==> config.mk <==
export PLATFORM = sky130hd
export DESIGN_NAME = dm_access_ctrl_flat
export DESIGN_NICKNAME = d
export VERILOG_FILES = /design/src/rtl/dm_access_ctrl_if.sv /design/src/rtl/dm_access_ctrl.sv /design/src/flat_wrapper.sv
export SDC_FILE = /design/constraint.sdc
export NUM_CORES = 1
export LEC_CHECK = 0
export ABC_CLOCK_PERIOD_IN_PS = 7050
export BUFFER_PORTS_ARGS = -buffer_cell sky130_fd_sc_hd__buf_2
export CELL_PAD_IN_SITES_DETAIL_PLACEMENT = 1
export CELL_PAD_IN_SITES_GLOBAL_PLACEMENT = 1
export CORE_MARGIN = 8
export CORE_UTILIZATION = 40
export CTS_CLUSTER_DIAMETER = 200
export DETAILED_ROUTE_END_ITERATION = 12
export GPL_TIMING_DRIVEN = 0
export MAX_ROUTING_LAYER = met4
export PLACE_DENSITY_LB_ADDON = 0.05
export REMOVE_ABC_BUFFERS = 1
export SYNTH_ARGS = -nofsm -noshare
export SYNTH_HDL_FRONTEND = slang
export SYNTH_SLANG_ARGS = --single-unit
==> constraint.sdc <==
create_clock -name clk_i -period 7.05 [get_ports clk_i]
set_clock_uncertainty 0.15 [all_clocks]
set_input_delay 0.3525 -clock clk_i [delete_from_list [all_inputs] [get_ports clk_i]]
set_output_delay 0.3525 -clock clk_i [all_outputs]
set_load 0.02 [all_outputs]
==> src/rtl/dm_access_ctrl_if.sv <==
// Bundle between the memory stage, the access controller and the word-wide data memory.
// The controller takes the slave side; the requester/memory model takes the master side.
interface dm_access_ctrl_if;
  logic        req_valid;
  logic        req_ready;
  logic [2:0]  req_op;
  logic [31:0] req_addr;
  logic [31:0] req_wdata;
  logic [31:0] req_pc;

  logic        rsp_valid;
  logic [31:0] rsp_rdata;
  logic        rsp_err;

  logic [31:0] dm_a;
  logic [31:0] dm_wd;
  logic        dm_we;
  logic [31:0] dm_pc;
  logic [31:0] dm_rd;

  modport master (
    output req_valid, req_op, req_addr, req_wdata, req_pc, dm_rd,
    input  req_ready, rsp_valid, rsp_rdata, rsp_err, dm_a, dm_wd, dm_we, dm_pc
  );

  modport slave (
    input  req_valid, req_op, req_addr, req_wdata, req_pc, dm_rd,
    output req_ready, rsp_valid, rsp_rdata, rsp_err, dm_a, dm_wd, dm_we, dm_pc
  );
endinterface

==> src/rtl/dm_access_ctrl.sv <==
// Load/store sequencer for a word-only data memory: alignment/range checks,
// sub-word load extension and read-modify-write for sub-word stores.
module dm_access_ctrl #(
  parameter int unsigned MEM_BYTES = 16384
) (
  input  logic        clk_i,
  input  logic        reset_i,
  dm_access_ctrl_if.slave bus
);

  typedef enum logic [2:0] {
    OP_LW  = 3'd0,
    OP_LH  = 3'd1,
    OP_LHU = 3'd2,
    OP_LB  = 3'd3,
    OP_LBU = 3'd4,
    OP_SW  = 3'd5,
    OP_SH  = 3'd6,
    OP_SB  = 3'd7
  } op_e;

  typedef enum logic [2:0] {
    S_IDLE  = 3'd0,
    S_LOAD  = 3'd1,
    S_MERGE = 3'd2,
    S_WRITE = 3'd3,
    S_RESP  = 3'd4
  } state_e;

  state_e      state_q;
  op_e         op_q;
  logic [1:0]  off_q;
  logic [15:0] wd_q;
  logic [31:0] pc_q;
  logic        ready_q;
  logic        rsp_valid_q;
  logic [31:0] rdata_q;
  logic        err_q;
  logic [31:0] dm_a_q;
  logic [31:0] dm_wd_q;
  logic        dm_we_q;

  op_e         req_op;
  logic        acc_err_d;
  logic [31:0] rdata_ext_d;
  logic [31:0] merge_d;

  assign req_op = op_e'(bus.req_op);

  always_comb begin
    // NOTE: every always_comb output gets a default first so no path leaves it unassigned (no latch).
    acc_err_d = 1'b0;
    if (bus.req_addr >= 32'(MEM_BYTES)) acc_err_d = 1'b1;
    case (req_op)
      OP_LW, OP_SW:         if (bus.req_addr[1:0] != 2'b00) acc_err_d = 1'b1;
      OP_LH, OP_LHU, OP_SH: if (bus.req_addr[0])            acc_err_d = 1'b1;
      default: ;
    endcase
  end

  // Lane selection is little-endian: byte k at [8k+7:8k], halfword h at [16h+15:16h].
  always_comb begin
    logic [7:0]  lane_b;
    logic [15:0] lane_h;
    lane_b      = bus.dm_rd[{off_q, 3'b000} +: 8];
    lane_h      = bus.dm_rd[{off_q[1], 4'b0000} +: 16];
    rdata_ext_d = bus.dm_rd;
    case (op_q)
      OP_LB:   rdata_ext_d = {{24{lane_b[7]}}, lane_b};
      OP_LBU:  rdata_ext_d = {24'h0, lane_b};
      OP_LH:   rdata_ext_d = {{16{lane_h[15]}}, lane_h};
      OP_LHU:  rdata_ext_d = {16'h0, lane_h};
      default: rdata_ext_d = bus.dm_rd;
    endcase
  end

  always_comb begin
    merge_d = bus.dm_rd;
    if (op_q == OP_SB) merge_d[{off_q, 3'b000} +: 8]     = wd_q[7:0];
    else               merge_d[{off_q[1], 4'b0000} +: 16] = wd_q;
  end

  always_ff @(posedge clk_i or posedge reset_i) begin
    if (reset_i) begin
      // NOTE: sequential state uses non-blocking assignments so every register samples pre-edge values.
      state_q     <= S_IDLE;
      op_q        <= OP_LW;
      off_q       <= 2'b00;
      wd_q        <= '0;
      pc_q        <= '0;
      ready_q     <= 1'b1;
      rsp_valid_q <= 1'b0;
      rdata_q     <= '0;
      err_q       <= 1'b0;
      dm_a_q      <= '0;
      dm_wd_q     <= '0;
      dm_we_q     <= 1'b0;
    end else begin
      unique case (state_q)
        S_IDLE: begin
          if (bus.req_valid) begin
            op_q    <= req_op;
            off_q   <= bus.req_addr[1:0];
            wd_q    <= bus.req_wdata[15:0];
            pc_q    <= bus.req_pc;
            ready_q <= 1'b0;
            if (acc_err_d) begin
              err_q       <= 1'b1;
              rsp_valid_q <= 1'b1;
              state_q     <= S_RESP;
            end else begin
              dm_a_q <= {bus.req_addr[31:2], 2'b00};
              case (req_op)
                OP_SW: begin
                  dm_wd_q <= bus.req_wdata;
                  dm_we_q <= 1'b1;
                  state_q <= S_WRITE;
                end
                OP_SH, OP_SB: state_q <= S_MERGE;
                default:      state_q <= S_LOAD;
              endcase
            end
          end
        end
        S_LOAD: begin
          rdata_q     <= rdata_ext_d;
          rsp_valid_q <= 1'b1;
          dm_a_q      <= '0;
          state_q     <= S_RESP;
        end
        S_MERGE: begin
          // Address stays on the bus; the merged word goes out next cycle with the write strobe.
          dm_wd_q <= merge_d;
          dm_we_q <= 1'b1;
          state_q <= S_WRITE;
        end
        S_WRITE: begin
          dm_we_q     <= 1'b0;
          dm_a_q      <= '0;
          dm_wd_q     <= '0;
          rsp_valid_q <= 1'b1;
          state_q     <= S_RESP;
        end
        S_RESP: begin
          rsp_valid_q <= 1'b0;
          rdata_q     <= '0;
          err_q       <= 1'b0;
          ready_q     <= 1'b1;
          state_q     <= S_IDLE;
        end
        default: begin
          state_q <= S_IDLE;
          ready_q <= 1'b1;
        end
      endcase
    end
  end

  // ready_q resets high so it reads 1 right after release; the reset term masks it meanwhile.
  assign bus.req_ready = ready_q & ~reset_i;
  assign bus.rsp_valid = rsp_valid_q;
  assign bus.rsp_rdata = rdata_q;
  assign bus.rsp_err   = err_q;
  assign bus.dm_a      = dm_a_q;
  assign bus.dm_wd     = dm_wd_q;
  assign bus.dm_we     = dm_we_q;
  assign bus.dm_pc     = pc_q;

endmodule

==> src/flat_wrapper.sv <==
// flat-port wrapper written by rule: the top's interface ports become plain ports
module dm_access_ctrl_flat 
#(
  parameter int unsigned MEM_BYTES = 16384
)
  (clk_i, reset_i, bus_req_valid, bus_req_op, bus_req_addr, bus_req_wdata, bus_req_pc, bus_dm_rd, bus_req_ready, bus_rsp_valid, bus_rsp_rdata, bus_rsp_err, bus_dm_a, bus_dm_wd, bus_dm_we, bus_dm_pc);
  dm_access_ctrl_if bus_i ();
  input  logic clk_i;
  input  logic reset_i;
  input wire logic [$bits(bus_i.req_valid)-1:0] bus_req_valid;
  input wire logic [$bits(bus_i.req_op)-1:0] bus_req_op;
  input wire logic [$bits(bus_i.req_addr)-1:0] bus_req_addr;
  input wire logic [$bits(bus_i.req_wdata)-1:0] bus_req_wdata;
  input wire logic [$bits(bus_i.req_pc)-1:0] bus_req_pc;
  input wire logic [$bits(bus_i.dm_rd)-1:0] bus_dm_rd;
  output wire logic [$bits(bus_i.req_ready)-1:0] bus_req_ready;
  output wire logic [$bits(bus_i.rsp_valid)-1:0] bus_rsp_valid;
  output wire logic [$bits(bus_i.rsp_rdata)-1:0] bus_rsp_rdata;
  output wire logic [$bits(bus_i.rsp_err)-1:0] bus_rsp_err;
  output wire logic [$bits(bus_i.dm_a)-1:0] bus_dm_a;
  output wire logic [$bits(bus_i.dm_wd)-1:0] bus_dm_wd;
  output wire logic [$bits(bus_i.dm_we)-1:0] bus_dm_we;
  output wire logic [$bits(bus_i.dm_pc)-1:0] bus_dm_pc;
  assign bus_i.req_valid = bus_req_valid;
  assign bus_i.req_op = bus_req_op;
  assign bus_i.req_addr = bus_req_addr;
  assign bus_i.req_wdata = bus_req_wdata;
  assign bus_i.req_pc = bus_req_pc;
  assign bus_i.dm_rd = bus_dm_rd;
  assign bus_req_ready = bus_i.req_ready;
  assign bus_rsp_valid = bus_i.rsp_valid;
  assign bus_rsp_rdata = bus_i.rsp_rdata;
  assign bus_rsp_err = bus_i.rsp_err;
  assign bus_dm_a = bus_i.dm_a;
  assign bus_dm_wd = bus_i.dm_wd;
  assign bus_dm_we = bus_i.dm_we;
  assign bus_dm_pc = bus_i.dm_pc;
  dm_access_ctrl #(.MEM_BYTES(MEM_BYTES)) u_core (.clk_i(clk_i), .reset_i(reset_i), .bus(bus_i));
endmodule
After elaboration in Yosys (flattened, before gate mapping)
Cells that the tools add are included.

word-level totals
  bits of input ports = 134
  register bits = 156
  logic and storage cells = 91
  output and inout port bits = 132

operators by class
  multiplexer cells = 30
  shift-type cells = 6
  $add $sub $neg = 2
  bitwise gates (word level) = 3
  reductions and logical operators = 19
  order comparisons = 1
  eq/ne operators = 18

operator list
  kind                     count
  $mux 32                  6
  $pmux 32 s2              2
  $pmux 32 s4              1
  $pmux 32 s3              1
  $bwmux 32                2
  $ge 32x15->1 const B     1
  $shift 16x7->32 const A  1
  $shift 8x7->32 const A   1
  $shiftx 16x7->32         1
  $shiftx 32x6->16         1
  $shiftx 32x6->8          1
  $shiftx 8x7->32          1
  $eq 3x3->1 const B       6
  $eq 3x2->1 const B       5
  $neg 5->7                2
  $eq 3x1->1 const B       3
  $mux 1                   9
  $pmux 3 s3               1
  $reduce_and 3->1         3
  $reduce_bool 2->1        4
  $logic_not 3->1          2
  $mux 3                   2
  $ne 2x2->1 const B       3
  $pmux 1 s2               3
  other kinds (10)         17

Longest topological paths before layout
  depth in word-level cells = 7
  gate-level depth with buffers = 8
  depth with buffers taken out = 7

Worst setup path after synthesis
OpenSTA, ideal clock, no wires.

  path type = reg-to-reg
  from = reg u_core.off_q[1]
  to = reg u_core.dm_wd_q[0] (netlist: u_core.bus.dm_wd[0])
  setup time = 0.065 ns
  required time = 6.835 ns
  data arrival time = 2.444 ns
  clock period less this slack = 2.659 ns
  path buffers = 1
  cell stages (with the launch flop) = 8
  slack = 4.391 ns
  cells stage by stage = dfrtp_1 buf_2 clkinv_1 ha_1 nor4b_1 a221o_1 a32o_1 mux2_2

on the way
  cells in the longest elaborated chain, start to end = 5
  elaborated cells between the ends (all ways) = 10
  classes of those cells = 2 x add/sub; 4 x shift; 4 x mux

ends and longest elaborated chain
  element                                   RTL line                                    RTL
  start, declared                           dm_access_ctrl.sv:32                        logic [1:0] off_q;
  start signal, assigned                    dm_access_ctrl.sv:103                       off_q <= bus.req_addr[1:0];
  $neg 5->7 (on tied branches)              dm_access_ctrl.sv:80, dm_access_ctrl.sv:79
  $shiftx 16x7->32 (tied with other cells)  dm_access_ctrl.sv:80                        else merge_d[{off_q[1], 4'b0000} +: 16] = wd_q;
  $bwmux 32 (on tied branches)              dm_access_ctrl.sv:80, dm_access_ctrl.sv:79
  $mux 32 (*)                               dm_access_ctrl.sv:79                        if (op_q == OP_SB) merge_d[{off_q, 3'b000} +: 8] = wd_q[7:0];
  $pmux 32 s3 (*)                           dm_access_ctrl.sv:99                        unique case (state_q)
  end signal, assigned                      dm_access_ctrl.sv:115                       dm_wd_q <= bus.req_wdata;
  end signal, assigned                      dm_access_ctrl.sv:133                       dm_wd_q <= merge_d;
  end, declared                             dm_access_ctrl.sv:40                        logic [31:0] dm_wd_q;

Every way passes the cells marked *; elsewhere a longest branch is shown, timed or not.
A chain may end at the register's enable or synchronous reset.

Final worst setup path
  from = reg u_core.off_q[1]
  to = reg u_core.dm_wd_q[17] (netlist: u_core.bus.dm_wd[17])

The elaborated chain is that of the path after synthesis.

==> metrics.md <==
| Metric | Value |
|---|---|
| Final setup fails | `0` |
| Synth warnings | `0` |
| Leakage | `approximately 5.2 nW` |
| Vias | `between 7000 and 8000` |
| Post-synth EDFFs | `0` |
| Worst slew pin tran | `1148 ps` |
| Worst setup margin | `about 3500 ps` |
| Max-Slew Margin vs Limit | `a little under a quarter` |
| Largest net degree at the start of global routing | `between 80 and 90` |
| Fillcell total | `about 2300` |
| Share of layout cells above drive strength 1 | `a little over two fifths` |
| Routed len/inst | `about 22 um` |
| WHS Path Cells | `2` |
| Fin. Hold Viols | `0` |
| Count of cell types in the netlist | `50` |
| Top-level I/O count | `between 200 and 300` |
| Largest area contributor in the netlist | `dfrtp_1` |
| Die area | `between 20000 and 30000 um^2` |
| Worst R2R Path Depth | `6` |
| Input/output buffers | `about 260` |
| Placed insts | `1225` |
| Crit-path cells | `clkinv_1, ha_1, nor4b_2, a221o_1, a32o_1, mux2_4` |
| Placer congestion estimate | `around 0.86` |
| Sequential share of the synthesized area | `between 40 and 50%` |
| Crit Reg-Reg Endpoint | `u_core.bus.dm_wd[17]` |
| Skew-Pair Late Insertion Delay | `430 ps` |
| WL final | `28.57 mm` |
| CTS buffer count | `17` |
| Max VDD drop | `around 0.18 mV` |
| Hold WC Path Type | `in2reg` |
| Reg power frac | `39.8%` |
| H-tree depth | `4` |
| Layout Area Growth over Synthesis | `29.88%` |
| Post-DP Area | `around 9900 um^2` |
| GR Util All Layers | `a little under a quarter` |
| Final worst path period share | `just over 50%` |
| Hold path start | `bus_req_pc[0]` |
| Critical Path RT | `between 7000 and 8000 ps` |
| Peak Freq | `approximately 280 MHz` |
| Max stage delay cell, worst path | `nor4b_2` |
| Post-route DRC | `0` |
| Antenna violation net count after detailed routing | `0` |
| Dpl ws | `roughly 3400 ps` |
| Post-CTS Setup Repair Bufs | `0` |
| Ys async rst share | `100.0%` |
| FF/Latch Area | `between 3000 and 4000 um^2` |
| Design Area, Final | `between 10000 and 15000 um^2` |
| Fin crit period | `3575 ps` |
| DRT iter0 DRCs | `338` |
| Top cell type's share of synthesized area | `between 40% and 50%` |
| Final Max Slew Viols | `0` |
| Worst setup EP type | `flip-flop` |
| Max-cap violation count | `0` |
| Reg2reg start | `u_core.off_q[1]` |
| Crit Path Category | `reg2reg` |
| HPWL after DPL | `between 20 and 25 mm` |
| Drt pass-1 iters | `4` |
| Starting Density | `between 40% and 50%` |
| Post-CTS sizing | `0` |
| Clock power share | `34.9%` |
| CTS max path bufs | `2` |
| Pwr/cell area | `253.4 nW/um^2` |
| Net Sw Frac | `between 30% and 40%` |
| Vias in the first global route | `slightly above 8000` |
| First-pass GRT wire length | `~46 mm` |
| # rows | `52` |
| Max stage delay on crit path | `between 800 and 900 ps` |
| Predominant post-synthesis flop cell | `dfrtp_1` |
| Grt total ovfl | `0` |
| CTS Root Cell | `clkbuf_16` |
| CTS Sinks | `between 150 and 200` |
| Mapped Area | `between 8000 and 9000 um^2` |
| Initial antenna violation count | `5` |
| Die Y | `between 150 and 200 um` |
| Syn avg cell area | `between 10 and 15 um^2` |
| Crit path launch | `u_core.off_q[1]` |
| Buf/Inv on CP | `1` |
| Avg Vias per Cell | `roughly 5.6` |
| Synthesized instance count | `between 700 and 800` |
| Status | `complete, no violations` |
| CTS Hold Bufs | `20` |
| Critical Path AT | `between 3000 and 4000 ps` |
| DIE WIDTH | `~160 um` |
| Area of the multi-input gates | `approximately 4100 um^2` |
| P_int | `1.789 mW` |
| Hold Path Sink | `u_core.bus.dm_pc[0]` |
| Core area | `20230 um^2` |
| TritonCTS clock tree | `yes` |
| Critical Path Fanout Max | `31` |
| NumNets Final | `about 1100` |
| Synth area leaders | `dfrtp_1 (46%), mux2_2 (11%), mux2i_1 (6.3%)` |
| Combinational power share | `roughly 25%` |
| Switching Power | `about 0.92 mW` |
| Worst Setup Start Kind | `flip-flop` |
| RSZ-0062 raised after global routing | `false` |
| Clock-pin slew on the worst setup and hold paths | `about 70 ps` |
| Yosys reg bits | `between 150 and 200` |
| Non-Filler Instances | `between 1000 and 1500` |
| Delay-heaviest family, CP | `simple AND/OR/NAND/NOR gates` |
| Worst reg2reg setup slack | `~3500 ps` |
## metal layers
layer | global-route usage (%) | vias up | wire length, um
met5 | - | - | 0
met4 | 8.105 | 0 | 658
met3 | 5.067 | 39 | 1470
met2 | 40.39 | 249 | 15070
met1 | 26.09 | 3633 | 11380
li1 | - | 3230 | -
## power by group through the flow
stage	Combinational (mW)	Clock, mW	Sequential (mW)
3_3_place_gp	0.648	0	1.10
6_report	0.688	0.946	1.08
5_1_grt	0.746	1.00	1.10
4_1_cts	0.696	0.963	1.08
2_1_floorplan	0.320	0	1.19
3_5_place_dp	0.685	0	1.09
## final cells by class
class / instances / area share (%)
inverter: 26 / 0.9582
antenna: 5 / 0.1168
sequential: 154 / 36.04
tap: 270 / 3.155
clock buffer: 17 / 3.973
multi-input combinational: 502 / 38.36
clock inverter: 15 / 1.659
timing repair buffer: 294 / 15.74
## through the flow
stage | TNS, ps | total power, mW | hold WS (ps) | util (%)
2_1_floorplan | 0 | 1.506 | 319.3 | -
3_3_place_gp | -1944 | 1.743 | 307.0 | 47.74
3_5_place_dp | 0 | 1.780 | 319.3 | 48.84
4_1_cts | 0 | 2.738 | 0.06922 | 52.81
5_1_grt | 0 | 2.844 | 2.153 | 52.92
6_report | 0 | 2.713 | 11.25 | 52.92
## worst max path at each step
| stage | slack, ps | depth (start not counted) | endpoint |
|---|---|---|---|
| global placement | -170 | 6 | u_core.bus.dm_wd[15] |
| detailed placement | 3450 | 6 | u_core.bus.dm_wd[17] |
| floorplan | 2100 | 6 | u_core.bus.dm_wd[0] |
| global route | 3260 | 6 | u_core.bus.dm_wd[23] |
| CTS | 3420 | 6 | u_core.bus.dm_wd[16] |
| finish | 3480 | 6 | u_core.bus.dm_wd[17] |
## flip-flops by register name, summed over array words and instances, names as in the netlist, 2 cells and up
signal and cells:
u_core.bus.dm_a 30, u_core.bus.dm_pc 32, u_core.bus.dm_wd 32, u_core.bus.rsp_rdata 32, u_core.off_q 2, u_core.op_q 3, u_core.state_q 3, u_core.wd_q 16
## logic make-up after synthesis
group           share of synthesized area, %
compound gates                         14.31
xor+xnor                              0.3188
fa+ha+maj                              1.366
buf+inv                                4.113
flops                                  46.76
mux                                    23.16
other cells                          0.04549
simple gates                           9.926
## cell usage after synthesis (8+ instances only)
library cell	count
clkbuf_1	33
mux2i_1	52
mux2_4	10
buf_2	10
nor2_1	34
mux2_2	80
a221o_1	32
a32o_1	32
mux4_2	15
inv_1	21
dfrtp_1	153
a21oi_1	22
ha_1	9
nand2_1	85
o21ai_0	49
nor4_1	8
nor2b_1	19
## layout by cell type (no fill, tap or decap), types with 2 or more instances in the layout
cell,count
o22ai_1,7
nor2b_1,19
buf_4,3
buf_16,2
buf_8,2
a31oi_1,2
clkinv_1,5
clkbuf_16,17
mux2_2,80
dlygate4sd3_1,21
nand2b_1,6
inv_1,20
mux4_2,15
o21ai_0,49
a32o_1,32
nand2_1,85
nor4b_2,3
ha_1,9
nand3_1,3
nor2_1,33
or4_1,2
inv_6,7
dfrtp_1,152
nor3_1,5
a21oi_1,22
diode_2,5
o21a_1,2
mux2_4,10
buf_12,2
conb_1,2
a221o_1,32
clkinv_8,3
buf_2,263
mux2i_1,52
nor4_1,7
inv_8,3
Note: power is estimated with default switching activity, not from simulation.
